[src/rtl/cv32e40p_fpu_xif_result_buffer.sv]
// -----------------------------------------------------------------------------
// cv32e40p_fpu_xif_result_buffer
//
// Result buffer between the fpnew output handshake and the CV-X-IF result
// channel. It decouples FPU pipeline stalls from core result back-pressure,
// drops results whose instruction was killed on the commit interface, and
// forwards the IEEE status flags with each result.
//
// Optional feature macro: CV32E40P_FPU_FFLAGS_ACC_EN
//   defined   : fflags_acc_o is a sticky OR of the fflags of every accepted
//               result; fflags_clr_i clears it
//   undefined : fflags_acc_o is tied to zero, fflags_clr_i is ignored
//
// Parameters:
//   DEPTH    number of entries (power of two, >= 2)
//   FLEN     result data width
//   ID_WIDTH X-IF instruction id width
//
// Ports:
//   clk_i, rst_i            clock, synchronous active-high reset
//   fpu_out_*               FPU result handshake; fpu_tag_i = {id, rd, we}
//   x_commit_*              commit interface (only kills matter here)
//   x_result_*              X-IF result channel towards the core
//   fflags_acc_o/_clr_i     sticky accumulated fflags and its clear
// -----------------------------------------------------------------------------
module cv32e40p_fpu_xif_result_buffer #(
   parameter int unsigned DEPTH    = 4,
   parameter int unsigned FLEN     = 32,
   parameter int unsigned ID_WIDTH = 4
) (
   input  logic                  clk_i,
   input  logic                  rst_i,
   input  logic                  fpu_out_valid_i,
   output logic                  fpu_out_ready_o,
   input  logic [FLEN-1:0]       fpu_result_i,
   input  logic [4:0]            fpu_status_i,
   input  logic [ID_WIDTH+5:0]   fpu_tag_i,
   input  logic                  x_commit_valid_i,
   input  logic [ID_WIDTH-1:0]   x_commit_id_i,
   input  logic                  x_commit_kill_i,
   output logic                  x_result_valid_o,
   input  logic                  x_result_ready_i,
   output logic [ID_WIDTH-1:0]   x_result_id_o,
   output logic [FLEN-1:0]       x_result_data_o,
   output logic [4:0]            x_result_rd_o,
   output logic                  x_result_we_o,
   output logic [4:0]            x_result_fflags_o,
   output logic [4:0]            fflags_acc_o,
   input  logic                  fflags_clr_i
);

   localparam int unsigned PTR_W = $clog2(DEPTH);
   localparam int unsigned CNT_W = $clog2(DEPTH + 1);
   localparam logic [CNT_W-1:0] FULL_CNT = CNT_W'(DEPTH);
   localparam logic [CNT_W-1:0] ZERO_CNT = {CNT_W{1'b0}};

   typedef struct packed {
      logic [ID_WIDTH-1:0] id;
      logic [4:0]          rd;
      logic                we;
      logic [FLEN-1:0]     data;
      logic [4:0]          fflags;
      logic                killed;
   } entry_t;

   entry_t           mem_q [DEPTH];
   entry_t           mem_d [DEPTH];
   logic [PTR_W-1:0] wr_ptr_q, wr_ptr_d;
   logic [PTR_W-1:0] rd_ptr_q, rd_ptr_d;
   logic [CNT_W-1:0] count_q, count_d;
   logic [PTR_W-1:0] slot_off_s [DEPTH];

   entry_t              head_s;
   logic                push_s;
   logic                pop_s;
   logic                accept_s;
   logic                kill_s;
   logic [ID_WIDTH-1:0] tag_id_s;

   // Ready depends on the registered count only: a pop in the same cycle
   // never frees a slot for a push while the buffer is full.
   assign fpu_out_ready_o = (count_q != FULL_CNT);
   assign head_s          = mem_q[rd_ptr_q];
   assign x_result_valid_o  = (count_q != ZERO_CNT) && !head_s.killed;
   assign x_result_id_o     = head_s.id;
   assign x_result_data_o   = head_s.data;
   assign x_result_rd_o     = head_s.rd;
   assign x_result_we_o     = head_s.we;
   assign x_result_fflags_o = head_s.fflags;

   assign tag_id_s = fpu_tag_i[ID_WIDTH+5:6];
   assign push_s   = fpu_out_valid_i && fpu_out_ready_o;
   assign accept_s = x_result_valid_o && x_result_ready_i;
   // A killed head is discarded silently, one per cycle.
   assign pop_s    = accept_s || ((count_q != ZERO_CNT) && head_s.killed);
   assign kill_s   = x_commit_valid_i && x_commit_kill_i;

   // Distance of every slot from the read pointer; slot is occupied when
   // this distance is below the count (natural modulo-DEPTH arithmetic).
   always_comb begin
      for (int i = 0; i < DEPTH; i++) begin
         slot_off_s[i] = PTR_W'(i) - rd_ptr_q;
      end
   end

   // Next-state for storage, pointers and count.
   always_comb begin
      mem_d    = mem_q;
      wr_ptr_d = wr_ptr_q;
      rd_ptr_d = rd_ptr_q;
      count_d  = count_q;

      for (int i = 0; i < DEPTH; i++) begin
         if (kill_s && ({1'b0, slot_off_s[i]} < count_q) && (mem_q[i].id == x_commit_id_i)) begin
            mem_d[i].killed = 1'b1;
         end else begin
            mem_d[i].killed = mem_q[i].killed;
         end
      end

      // The push slot is never occupied, so it cannot clash with the kill loop.
      if (push_s) begin
         mem_d[wr_ptr_q].id     = tag_id_s;
         mem_d[wr_ptr_q].rd     = fpu_tag_i[5:1];
         mem_d[wr_ptr_q].we     = fpu_tag_i[0];
         mem_d[wr_ptr_q].data   = fpu_result_i;
         mem_d[wr_ptr_q].fflags = fpu_status_i;
         mem_d[wr_ptr_q].killed = kill_s && (tag_id_s == x_commit_id_i);
         wr_ptr_d               = wr_ptr_q + PTR_W'(1);
      end else begin
         wr_ptr_d = wr_ptr_q;
      end

      if (pop_s) begin
         rd_ptr_d = rd_ptr_q + PTR_W'(1);
      end else begin
         rd_ptr_d = rd_ptr_q;
      end

      case ({push_s, pop_s})
         2'b10:   count_d = count_q + CNT_W'(1);
         2'b01:   count_d = count_q - CNT_W'(1);
         default: count_d = count_q;
      endcase
   end

   // Storage and pointer registers; reset clears contents so outputs read zero.
   always_ff @(posedge clk_i) begin
      if (rst_i) begin
         for (int i = 0; i < DEPTH; i++) begin
            mem_q[i] <= '0;
         end
         wr_ptr_q <= {PTR_W{1'b0}};
         rd_ptr_q <= {PTR_W{1'b0}};
         count_q  <= ZERO_CNT;
      end else begin
         for (int i = 0; i < DEPTH; i++) begin
            mem_q[i] <= mem_d[i];
         end
         wr_ptr_q <= wr_ptr_d;
         rd_ptr_q <= rd_ptr_d;
         count_q  <= count_d;
      end
   end

`ifdef CV32E40P_FPU_FFLAGS_ACC_EN
   logic [4:0] fflags_acc_q, fflags_acc_d;
   logic [4:0] fflags_add_s;

   // Sticky flags: only results taken on the X-IF handshake contribute;
   // a clear in the same cycle keeps just the newly accepted flags.
   always_comb begin
      fflags_add_s = accept_s ? head_s.fflags : 5'b00000;
      if (fflags_clr_i) begin
         fflags_acc_d = fflags_add_s;
      end else begin
         fflags_acc_d = fflags_acc_q | fflags_add_s;
      end
   end

   // Sticky flags register.
   always_ff @(posedge clk_i) begin
      if (rst_i) begin
         fflags_acc_q <= 5'b00000;
      end else begin
         fflags_acc_q <= fflags_acc_d;
      end
   end

   assign fflags_acc_o = fflags_acc_q;
`else
   logic unused_fflags_clr_s;

   assign unused_fflags_clr_s = fflags_clr_i;
   assign fflags_acc_o        = 5'b00000;
`endif

endmodule

[config.mk]
export PLATFORM = sky130hd
export DESIGN_NAME = cv32e40p_fpu_xif_result_buffer
export DESIGN_NICKNAME = d
export VERILOG_FILES = /design/src/rtl/cv32e40p_fpu_xif_result_buffer.sv
export SDC_FILE = /design/constraint.sdc
export NUM_CORES = 1
export LEC_CHECK = 0
export BUFFER_PORTS_ARGS = -buffer_cell sky130_fd_sc_hd__buf_2
export CORE_ASPECT_RATIO = 1.5
export CORE_MARGIN = 4
export CORE_UTILIZATION = 50
export CTS_BUF_LIST = sky130_fd_sc_hd__clkbuf_8
export CTS_CLUSTER_DIAMETER = 60
export CTS_CLUSTER_SIZE = 28
export DETAILED_ROUTE_END_ITERATION = 7
export PLACE_DENSITY = 0.78
export REMOVE_ABC_BUFFERS = 1
export SKIP_CTS_REPAIR_TIMING = 1
export SLEW_MARGIN = 40
export SYNTH_ARGS = -nofsm -noshare
export SYNTH_HDL_FRONTEND = slang
export SYNTH_SLANG_ARGS = --single-unit
[constraint.sdc]
create_clock -name clk_i -period 3.7 [get_ports clk_i]
set_input_delay 0.185 -clock clk_i [delete_from_list [all_inputs] [get_ports clk_i]]
set_output_delay 0.185 -clock clk_i [all_outputs]
set_load 0.02 [all_outputs]
==> results of run 1 <==
[layer usage]
layer | vias up | wire length (microns) | global-route usage [%]
li1 | 3503 | - | -
met1 | 3377 | 8558 | 26.60
met2 | 225 | 11070 | 37.65
met3 | 44 | 1129 | 3.389
met4 | 2 | 461 | 7.824
met5 | - | 7 | 0
[logic make-up (layout without fill, tap and decap cells)]
| group | after synthesis | after routing | share of synthesized area, % |
|---|---|---|---|
| simple gates | 412 | 412 | 18.44 |
| fa+ha+maj | 10 | 10 | 1.526 |
| compound gates | 209 | 209 | 12.74 |
| flops | 199 | 199 | 45.85 |
| other cells | 1 | 5 | 0.04316 |
| xor+xnor | 25 | 25 | 2.520 |
| buf+inv | 98 | 194 | 6.436 |
| mux | 48 | 48 | 12.44 |
[synthesized netlist by cell type]
| cell | number | area [sq um] |
|---|---|---|
| sky130_fd_sc_hd__xnor2_1 | 13 | 113.9 |
| sky130_fd_sc_hd__nand4_1 | 2 | 12.51 |
| sky130_fd_sc_hd__o21ai_0 | 3 | 15.01 |
| sky130_fd_sc_hd__dfxtp_1 | 199 | 3984 |
| sky130_fd_sc_hd__nor3_1 | 3 | 15.01 |
| sky130_fd_sc_hd__ha_1 | 9 | 112.6 |
| sky130_fd_sc_hd__a211oi_2 | 1 | 12.51 |
| sky130_fd_sc_hd__a211oi_1 | 2 | 15.01 |
| sky130_fd_sc_hd__fa_1 | 1 | 20.02 |
| sky130_fd_sc_hd__o21a_1 | 1 | 7.510 |
| sky130_fd_sc_hd__or3_1 | 1 | 6.260 |
| sky130_fd_sc_hd__a221oi_2 | 2 | 30.03 |
| sky130_fd_sc_hd__nand2b_1 | 1 | 6.260 |
| sky130_fd_sc_hd__clkbuf_1 | 34 | 127.6 |
| sky130_fd_sc_hd__inv_1 | 8 | 30.03 |
| sky130_fd_sc_hd__nand3_1 | 7 | 35.03 |
| sky130_fd_sc_hd__or3b_1 | 1 | 8.760 |
| sky130_fd_sc_hd__a21oi_1 | 193 | 965.9 |
| sky130_fd_sc_hd__o31a_1 | 1 | 8.760 |
| sky130_fd_sc_hd__a211o_1 | 4 | 35.03 |
| sky130_fd_sc_hd__or4_1 | 1 | 7.510 |
| sky130_fd_sc_hd__buf_6 | 11 | 123.9 |
| sky130_fd_sc_hd__xor2_1 | 12 | 105.1 |
| sky130_fd_sc_hd__buf_2 | 24 | 120.1 |
| sky130_fd_sc_hd__a221oi_1 | 1 | 8.760 |
| sky130_fd_sc_hd__a2111oi_0 | 1 | 8.760 |
| sky130_fd_sc_hd__mux4_2 | 48 | 1081 |
| sky130_fd_sc_hd__buf_4 | 21 | 157.7 |
| sky130_fd_sc_hd__nand2_1 | 380 | 1426 |
| sky130_fd_sc_hd__and3_1 | 1 | 6.260 |
| sky130_fd_sc_hd__nor2_1 | 12 | 45.04 |
| sky130_fd_sc_hd__and3_4 | 3 | 33.78 |
| sky130_fd_sc_hd__conb_1 | 1 | 3.750 |
[worst register-to-register path: cells and delay by family, from the launching register on]
kind,cells,cell delay [ns]
xor+xnor,1,0.16
buf+inv,1,0.06
fa+ha+maj,2,0.57
compound gates,1,0.14
flops,1,0.47
simple gates,3,1.09
[cell type report]
cell class	count	area [sq um]	area share (%)
Inverter	8	30.03	0.3045
Clock buffer	18	247.7	2.512
Sequential cell	199	3989	40.45
Multi-Input combinational cell	709	4183	42.41
Tap cell	210	262.8	2.664
Timing Repair Buffer	155	1027	10.42
Clock inverter	13	122.6	1.243
[power by group through the flow]
| stage | logic [uW] | registers (uW) | clock network, uW |
|---|---|---|---|
| after floorplan | 889 | 2530 | 0 |
| after global placement | 1400 | 2490 | 0 |
| after detailed placement | 1420 | 2500 | 0 |
| after CTS | 1420 | 2450 | 1350 |
| after global routing | 1590 | 2480 | 1440 |
| final | 1450 | 2450 | 1320 |
[worst max path at each step]
stage	start	end	slack (ns)	cells after the start
final	rd_ptr_q[1]	x_result_rd_o[1]	1.04	3
after global routing	rd_ptr_q[1]	x_result_data_o[6]	0.88	3
after CTS	rd_ptr_q[1]	x_result_data_o[18]	0.97	3
after detailed placement	count_q[2]	count_q[2]	1.20	8
after global placement	count_q[2]	count_q[2]	1.24	8
after floorplan	rd_ptr_q[1]	count_q[2]	-0.29	9
[through the flow]
step                std cells  setup WS (ns)
global route             1312         0.8829
finish                   1312          1.038
CTS                      1270         0.9676
floorplan                 916        -0.2881
detailed placement       1239          1.199
global placement         1239          1.244
[layout by cell type (no fill, tap or decap), types with 12 or more instances in the layout]
cell and n:
sky130_fd_sc_hd__xor2_1 12, sky130_fd_sc_hd__xnor2_1 13, sky130_fd_sc_hd__buf_2 104, sky130_fd_sc_hd__nand2_1 380, sky130_fd_sc_hd__nor2_1 12, sky130_fd_sc_hd__a21oi_1 193
sky130_fd_sc_hd__dlygate4sd3_1 42, sky130_fd_sc_hd__mux4_2 48, sky130_fd_sc_hd__clkbuf_8 19, sky130_fd_sc_hd__dfxtp_1 197
==> impl_metrics.toml, run 1 <==
[run_status]
status = "finished clean"

[timing]
setup_viol_count_final = 0
timing_hold_violations_final = 0
slew_viol_final = 0
finalCritPeriodShare_pct = 71.96
hold_ws_ns = 0.006737
timing.final.crit_period_ns = 2.662
worst_pin_slew_ns = 0.8311
grt_setup_unrepaired = "no"
timing.max_slew.rel_slack_pct = 44.59
finClkSkew_ns = 0.01878
finalSetupTns_ns = 0
max_clock_freq_mhz = 375.6

[critical_path]
req_time_crit_path_ns = 3.51
cp_num_buf_inv = 2
type_of_element_launching_the_critical_path = "register"
worst_path_largest_cell_delay_ns = 0.69
crit_type = "register to output pin"
critical_path.max_fanout = 39
rr_worst_depth = 8
crit_arrival_ns = 2.48
setup.worst_path.end_class = "output pin"
critical-path-slowest-cell = "sky130_fd_sc_hd__buf_4"
regToRegSetupSlack_ns = 1.16
crit_chain = "buf_4, mux4_2, buf_2"
cpLargestDelayFamily = "buffers and inverters"
r2r-start = "count_q[2]"
r2r_end = "count_q[2]"

[cts]
clock_buffer_depth = 2
cts_tree = "built"
htree_levels = 4
cts_sinks = 199
worst_skew_pair.late_latency_ns = 0.46
cts_buffers = 17
clock-root-buffer = "sky130_fd_sc_hd__clkbuf_8"
clkTransAtPathRegs_ns = 0.10

[routing]
dr_total_vias = 7151
detailedRoute.firstPassIterationCount = 5
postRouteWirelength_mm = 21.23
remaining_drc_errors = 0
ant_nets = 0
viasPerCell = 5.450
first_iter_violations = 443
detail_route.wl_per_cell_microns = 16.18

[power_and_ir_drop]
vdd_drop_max_uv = 282.0
power.sequential.fraction_pct = 47.0
power_per_cell_area_nw_per_um2 = 529.1
static-leakage-power_uw = 0.003551
total_design_power_uw = 5218
p_clk_share_pct = 25.3
internal_power_uw = 3440
gate_power_share_pct = 27.7
power.switching_fraction_pct = 34.08
power.net_switching_uw = 1778

[final_layout]
area_delta_synth_final_pct = 13.49
insertedDiodeCount = 0
nets = 1158
final_core_util_pct = 58.32
final_area_sq_um = 9862
drive_gt1_share_pct = 18.51
fillerInstances = 1493

[yosys]
count_of_distinct_cell_types_in_the_synthesized_netlist = 33
synth.avg_cell_area_sq_um = 8.672
ys_seq_elements = 199
count_of_mapped_cells_out_of_synthesis = 1002
synth_area_sq_um = 8690
yosys_warnings = 0
synth_sequential_area_ratio_pct = 45.85

[floorplanning]
core_region_sq_um = 16910
die_w_microns = 115.6
boundaryPins = 112
initial_core_util_pct = 51.39
dieArea_sq_um = 19600
die_y_microns = 169.5
floorplan.rows = 58

[global_routing]
first_global_vias = 6801
grt_antenna_before_repair = 1
global_route.overflow_total = 0
wire_length_of_the_first_global_routing_pass_mm = 33.47
grt_start_max_net_pins = 116
grt_util_all_layers_pct = 21.50

[hold_path]
worstHoldPathCells = 3
worst_hold_path_type = "primary input to register"
hold_start = "fpu_tag_i[6]"

[placement]
placed_cell_area_sq_um = 9069
place_congestion = 0.7921
hpwlAfterDp_mm = 12.23
port-buffer-count = 105

[flow_run]
drv.max_cap_violation_count = 0
(Power assumes the default switching activity.)
==> run 2, diff against run 1 <==
==> constraint.sdc (replaced) <==
create_clock -name clk_i -period 2.5 [get_ports clk_i]
set_input_delay 0.125 -clock clk_i [delete_from_list [all_inputs] [get_ports clk_i]]
set_output_delay 0.125 -clock clk_i [all_outputs]
set_load 0.02 [all_outputs]
==> run 2 against run 1 <==
Die area stayed put. Global-route usage grew 0.28 points. Clock skew decreased by 0.0040 ns. Routed wire length rose by 1.8%. Final cell count rose by 0.99%. Non-clock buffer count rose by 12. First-iteration DRC count is 13% higher. Power rose by 50%. Largest power group unchanged. Critical endpoint is now x_result_rd_o[4]. Utilization rose by 0.76 points. Register-to-register slack got worse by 0.88 ns. Highest routed layer is now met4. Largest cell class unchanged.
==> impl_metrics.toml, run 2 (synthesis results as in run 1) <==
[timing]
grt_setup_unrepaired = "no"
worst_pin_slew_ns = 0.7425
fin_ws_ns = 0.2289
max_clock_freq_mhz = 440.3
finClkSkew_ns = 0.01480
timing.final.crit_period_ns = 2.271
finalCritPeriodShare_pct = 90.84
slew_viol_final = 0
timing.max_slew.rel_slack_pct = 50.50
setup_viol_count_final = 0
timing_hold_violations_final = 0
finalSetupTns_ns = 0

[floorplanning]
initial_core_util_pct = 51.39
floorplan.rows = 58
boundaryPins = 112
core_region_sq_um = 16910
dieArea_sq_um = 19600
die_y_microns = 169.5
die_w_microns = 115.6

[routing]
viasPerCell = 5.470
postRouteWirelength_mm = 21.60
detailedRoute.firstPassIterationCount = 5
dr_total_vias = 7248
ant_nets = 0
first_iter_violations = 499
detail_route.wl_per_cell_microns = 16.30
remaining_drc_errors = 0

[critical_path]
worst_path_largest_cell_delay_ns = 0.59
crit_type = "register to output pin"
worst-path-stages = 3
critical_path.max_fanout = 51
crit_chain = "buf_6, mux4_2, buf_2"
critical-path-slowest-cell = "sky130_fd_sc_hd__mux4_2"
crit_arrival_ns = 2.15
rr_worst_depth = 8
crit_path_start = "rd_ptr_q[0]"
setup.worst_path.end_class = "output pin"
cpLargestDelayFamily = "buffers and inverters"
req_time_crit_path_ns = 2.38
cp_num_buf_inv = 2
type_of_element_launching_the_critical_path = "register"
r2r-start = "count_q[0]"

[final_layout]
multi_input_area_sq_um = 4183
drive_gt1_share_pct = 19.10
area_delta_synth_final_pct = 14.97
layout_commonest_cell = "sky130_fd_sc_hd__nand2_1"
final_core_util_pct = 59.09
nets = 1170
final-seq-area_sq_um = 3989
layout.cells.most_common_list = "sky130_fd_sc_hd__nand2_1, sky130_fd_sc_hd__dfxtp_1, sky130_fd_sc_hd__a21oi_1"
fillerInstances = 1462
insertedDiodeCount = 0

[power_and_ir_drop]
static-leakage-power_uw = 0.003618
power_per_cell_area_nw_per_um2 = 782.9
vdd_drop_max_uv = 345.6

[hold_path]
worst_hold_path_type = "primary input to register"
worstHoldPathCells = 3
hold_start = "fpu_out_valid_i"

[cts]
clkTransAtPathRegs_ns = 0.09
clock_buffer_depth = 2
cts_sinks = 199
worst_skew_pair.late_latency_ns = 0.46
cts_tree = "built"
cts_buffers = 17
clock-root-buffer = "sky130_fd_sc_hd__clkbuf_8"
htree_levels = 4

[global_routing]
first_global_vias = 6789
grt_util_all_layers_pct = 21.77
grt_antenna_before_repair = 0
wire_length_of_the_first_global_routing_pass_mm = 33.87
global_route.overflow_total = 0
grt_start_max_net_pins = 96

[placement]
hpwlAfterDp_mm = 12.68
port-buffer-count = 105
place_congestion = 0.7527
place_ws_ns = 0.3056

[run_status]
status = "finished clean"

[flow_run]
drv.max_cap_violation_count = 0
-- run 2: tightest hold or removal path, cell delays in order --
cell                      delay [ns]
sky130_fd_sc_hd__buf_2          0.17
sky130_fd_sc_hd__nand3_1        0.10
sky130_fd_sc_hd__a21oi_1        0.06
-- run 2: power by group --
group,switching (uW),internal (uW)
Combinational,1380,863
Clock,1180,804
Sequential,156,3450
-- run 2: per-layer routing --
metal	share of wire, %	GRT usage, %
met5	0	0
met4	1.7	7.824
met3	5.1	3.746
met2	53	38.58
met1	40	26.36
-- run 2: area by class of cell --
cell class	count	area share [%]
clock buffers	20	2.755
clock inverters	12	1.077
inverters	8	0.3006
multi-input cells	709	41.87
flip-flops and latches	199	39.92
well taps	210	2.630
repair buffers	167	11.45
-- run 2: stage by stage --
stage / instances / instance area, sq um / hold WS (ns) / power [uW]
floorplan: 916 / 8175 / 0.1912 / 5066
global placement: 1246 / 9134 / 0.3993 / 5803
detailed placement: 1246 / 9134 / 0.4044 / 5858
CTS: 1278 / 9517 / -0.1067 / 7810
global route: 1325 / 9991 / 0.05505 / 8230
finish: 1325 / 9991 / 0.05338 / 7822
-- run 2: final timing paths --
check                endpoint  slack [ns]
max          x_result_rd_o[4]        0.23
min               wr_ptr_q[1]        0.05
max reg2reg        count_q[2]        0.28
min reg2reg          register        0.46
==> run 3, diff against run 2 <==
==> constraint.sdc (replaced) <==
create_clock -name clk_i -period 2.5 [get_ports clk_i]
set_input_delay 0.375 -clock clk_i [delete_from_list [all_inputs] [get_ports clk_i]]
set_output_delay 0.375 -clock clk_i [all_outputs]
set_load 0.02 [all_outputs]
==> run 3 against run 2 <==
Critical endpoint is now x_result_data_o[7]. Global-route usage up 0.28 points. Sequential cell count unchanged. Final cell count down 3.5%. Largest cell class unchanged. Largest power group unchanged. Design area down 3.6%. Worst hold slack better by 0.12 ns. Highest routed layer is now met5. Combinational power about the same. Critical path type unchanged. Count of clock-buffer cells in the layout up 2. Routed wire length down 0.69%. Worst setup slack worse by 0.10 ns. Power up 0.68%. Register-to-register slack worse by 0.06 ns.
==> impl_metrics.toml, run 3 (synthesis results as in run 1) <==
[run_status]
status = "finished clean"

[floorplanning]
initial_core_util_pct = 51.39
die_w_microns = 115.6
core_region_sq_um = 16910
dieArea_sq_um = 19600
boundaryPins = 112
floorplan.rows = 58
die_y_microns = 169.5

[timing]
max_clock_freq_mhz = 421.8
timing.final.crit_period_ns = 2.371
finClkSkew_ns = 0.01264
worst_pin_slew_ns = 0.7700
finalCritPeriodShare_pct = 94.83
timing.max_slew.rel_slack_pct = 48.67
timing_hold_violations_final = 0
setup_viol_count_final = 0
slew_viol_final = 0
hold_ws_ns = 0.1750
grt_setup_unrepaired = "no"

[power_and_ir_drop]
p_clk_share_pct = 25.9
internal_power_uw = 5241
power.switching_fraction_pct = 33.45
total_design_power_uw = 7875
static-leakage-power_uw = 0.003474
power.net_switching_uw = 2635
power_per_cell_area_nw_per_um2 = 817.6
power.sequential.fraction_pct = 45.8
vdd_drop_max_uv = 424.9
gate_power_share_pct = 28.4

[global_routing]
first_global_vias = 6879
global_route.overflow_total = 0
grt_util_all_layers_pct = 22.05
grt_start_max_net_pins = 99
wire_length_of_the_first_global_routing_pass_mm = 34.06
use_met2_pct = 40.30
global_route.usage.met3_pct = 3.960
grt_busiest_layer = "met2"
met1_usage_pct = 25.64
grt_antenna_before_repair = 2

[cts]
clkTransAtPathRegs_ns = 0.10
clock-root-buffer = "sky130_fd_sc_hd__clkbuf_8"
clock_buffer_depth = 2
cts_sinks = 199
cts_tree = "built"
htree_levels = 4
cts_buffers = 17
worst_skew_pair.late_latency_ns = 0.46

[final_layout]
fillerInstances = 1557
layout_commonest_cell = "sky130_fd_sc_hd__nand2_1"
area_delta_synth_final_pct = 10.84
layout.cells.most_common_list = "sky130_fd_sc_hd__nand2_1, sky130_fd_sc_hd__dfxtp_1, sky130_fd_sc_hd__a21oi_1"
nets = 1123
drive_gt1_share_pct = 19.85

[critical_path]
crit_arrival_ns = 2.00
cpLargestDelayFamily = "multiplexers"
crit_type = "register to output pin"
critical_path.max_fanout = 50
crit_chain = "buf_12, mux4_2, buf_2"
cp_num_buf_inv = 2
critical-path-slowest-cell = "sky130_fd_sc_hd__mux4_2"
type_of_element_launching_the_critical_path = "register"
setup.worst_path.end_class = "output pin"
req_time_crit_path_ns = 2.12
worst_path_largest_cell_delay_ns = 0.59

[hold_path]
worst_hold_path_type = "primary input to register"

[routing]
ant_nets = 0
viasPerCell = 5.503
dr_total_vias = 7038
remaining_drc_errors = 0
postRouteWirelength_mm = 21.46
detail_route.wl_per_cell_microns = 16.77
detailedRoute.firstPassIterationCount = 5
first_iter_violations = 432

[placement]
place_congestion = 0.7507
port-buffer-count = 105
hpwlAfterDp_mm = 13.11

[flow_run]
drv.max_cap_violation_count = 0
[run 3: cell count changes in the layout (fill, tap and decap cells not counted), sizes merged]
cell         delta
inv             -2
clkbuf          +2
clkinvlp        -1
diode           +1
bufinv          +1
dlygate4sd3    -47
[run 3: power groups by stage]
stage | Combinational, uW | Sequential (uW) | Clock (uW)
floorplan | 1320 | 3750 | 0
global placement | 2210 | 3660 | 0
detailed placement | 2250 | 3680 | 0
CTS | 2250 | 3600 | 2070
global route | 2450 | 3630 | 2200
finish | 2240 | 3600 | 2040
[run 3: final timing paths]
kind	from	end	slack, ns	cells past startpoint
setup reg to reg	count_q[0]	count_q[2]	0.22	8
hold / removal	fpu_result_i[19]	register	0.17	3
setup / recovery	rd_ptr_q[1]	x_result_data_o[7]	0.13	3
hold reg to reg	register	register	0.46	2
[run 3: area by class of cell]
type,count,area [sq um],share of cell area (%)
flip-flops and latches,199,3989,41.41
multi-input cells,709,4183,43.43
repair buffers,120,769.5,7.989
diodes,1,2.502,0.02598
inverters,8,30.03,0.3118
clock inverters,10,92.59,0.9613
well taps,210,262.8,2.728
clock buffers,22,302.8,3.144
[run 3: stage by stage]
stage / TNS (ns) / setup slack (ns) / util [%] / std cells / instance area [sq um]
CTS: 0 / 0.08040 / 56.95 / 1278 / 9629
detailed placement: 0 / 0.2593 / 54.61 / 1246 / 9234
floorplan: -39.02 / -1.488 / - / 916 / 8175
global placement: 0 / 0.3124 / 54.61 / 1246 / 9234
global route: 0 / 0.03409 / 56.96 / 1279 / 9632
finish: 0 / 0.1292 / 56.96 / 1279 / 9632
[run 3: layer usage]
metal,vias to the layer above,share of wire [%]
li1,3430,-
met1,3402,39
met2,176,53
met3,28,5.0
met4,2,2.0
met5,-,0.033
[run 3: tightest hold or removal path, cell delays in order]
cell                      delay (ns)
sky130_fd_sc_hd__buf_2          0.12
sky130_fd_sc_hd__nand2_1        0.05
sky130_fd_sc_hd__a21oi_1        0.05
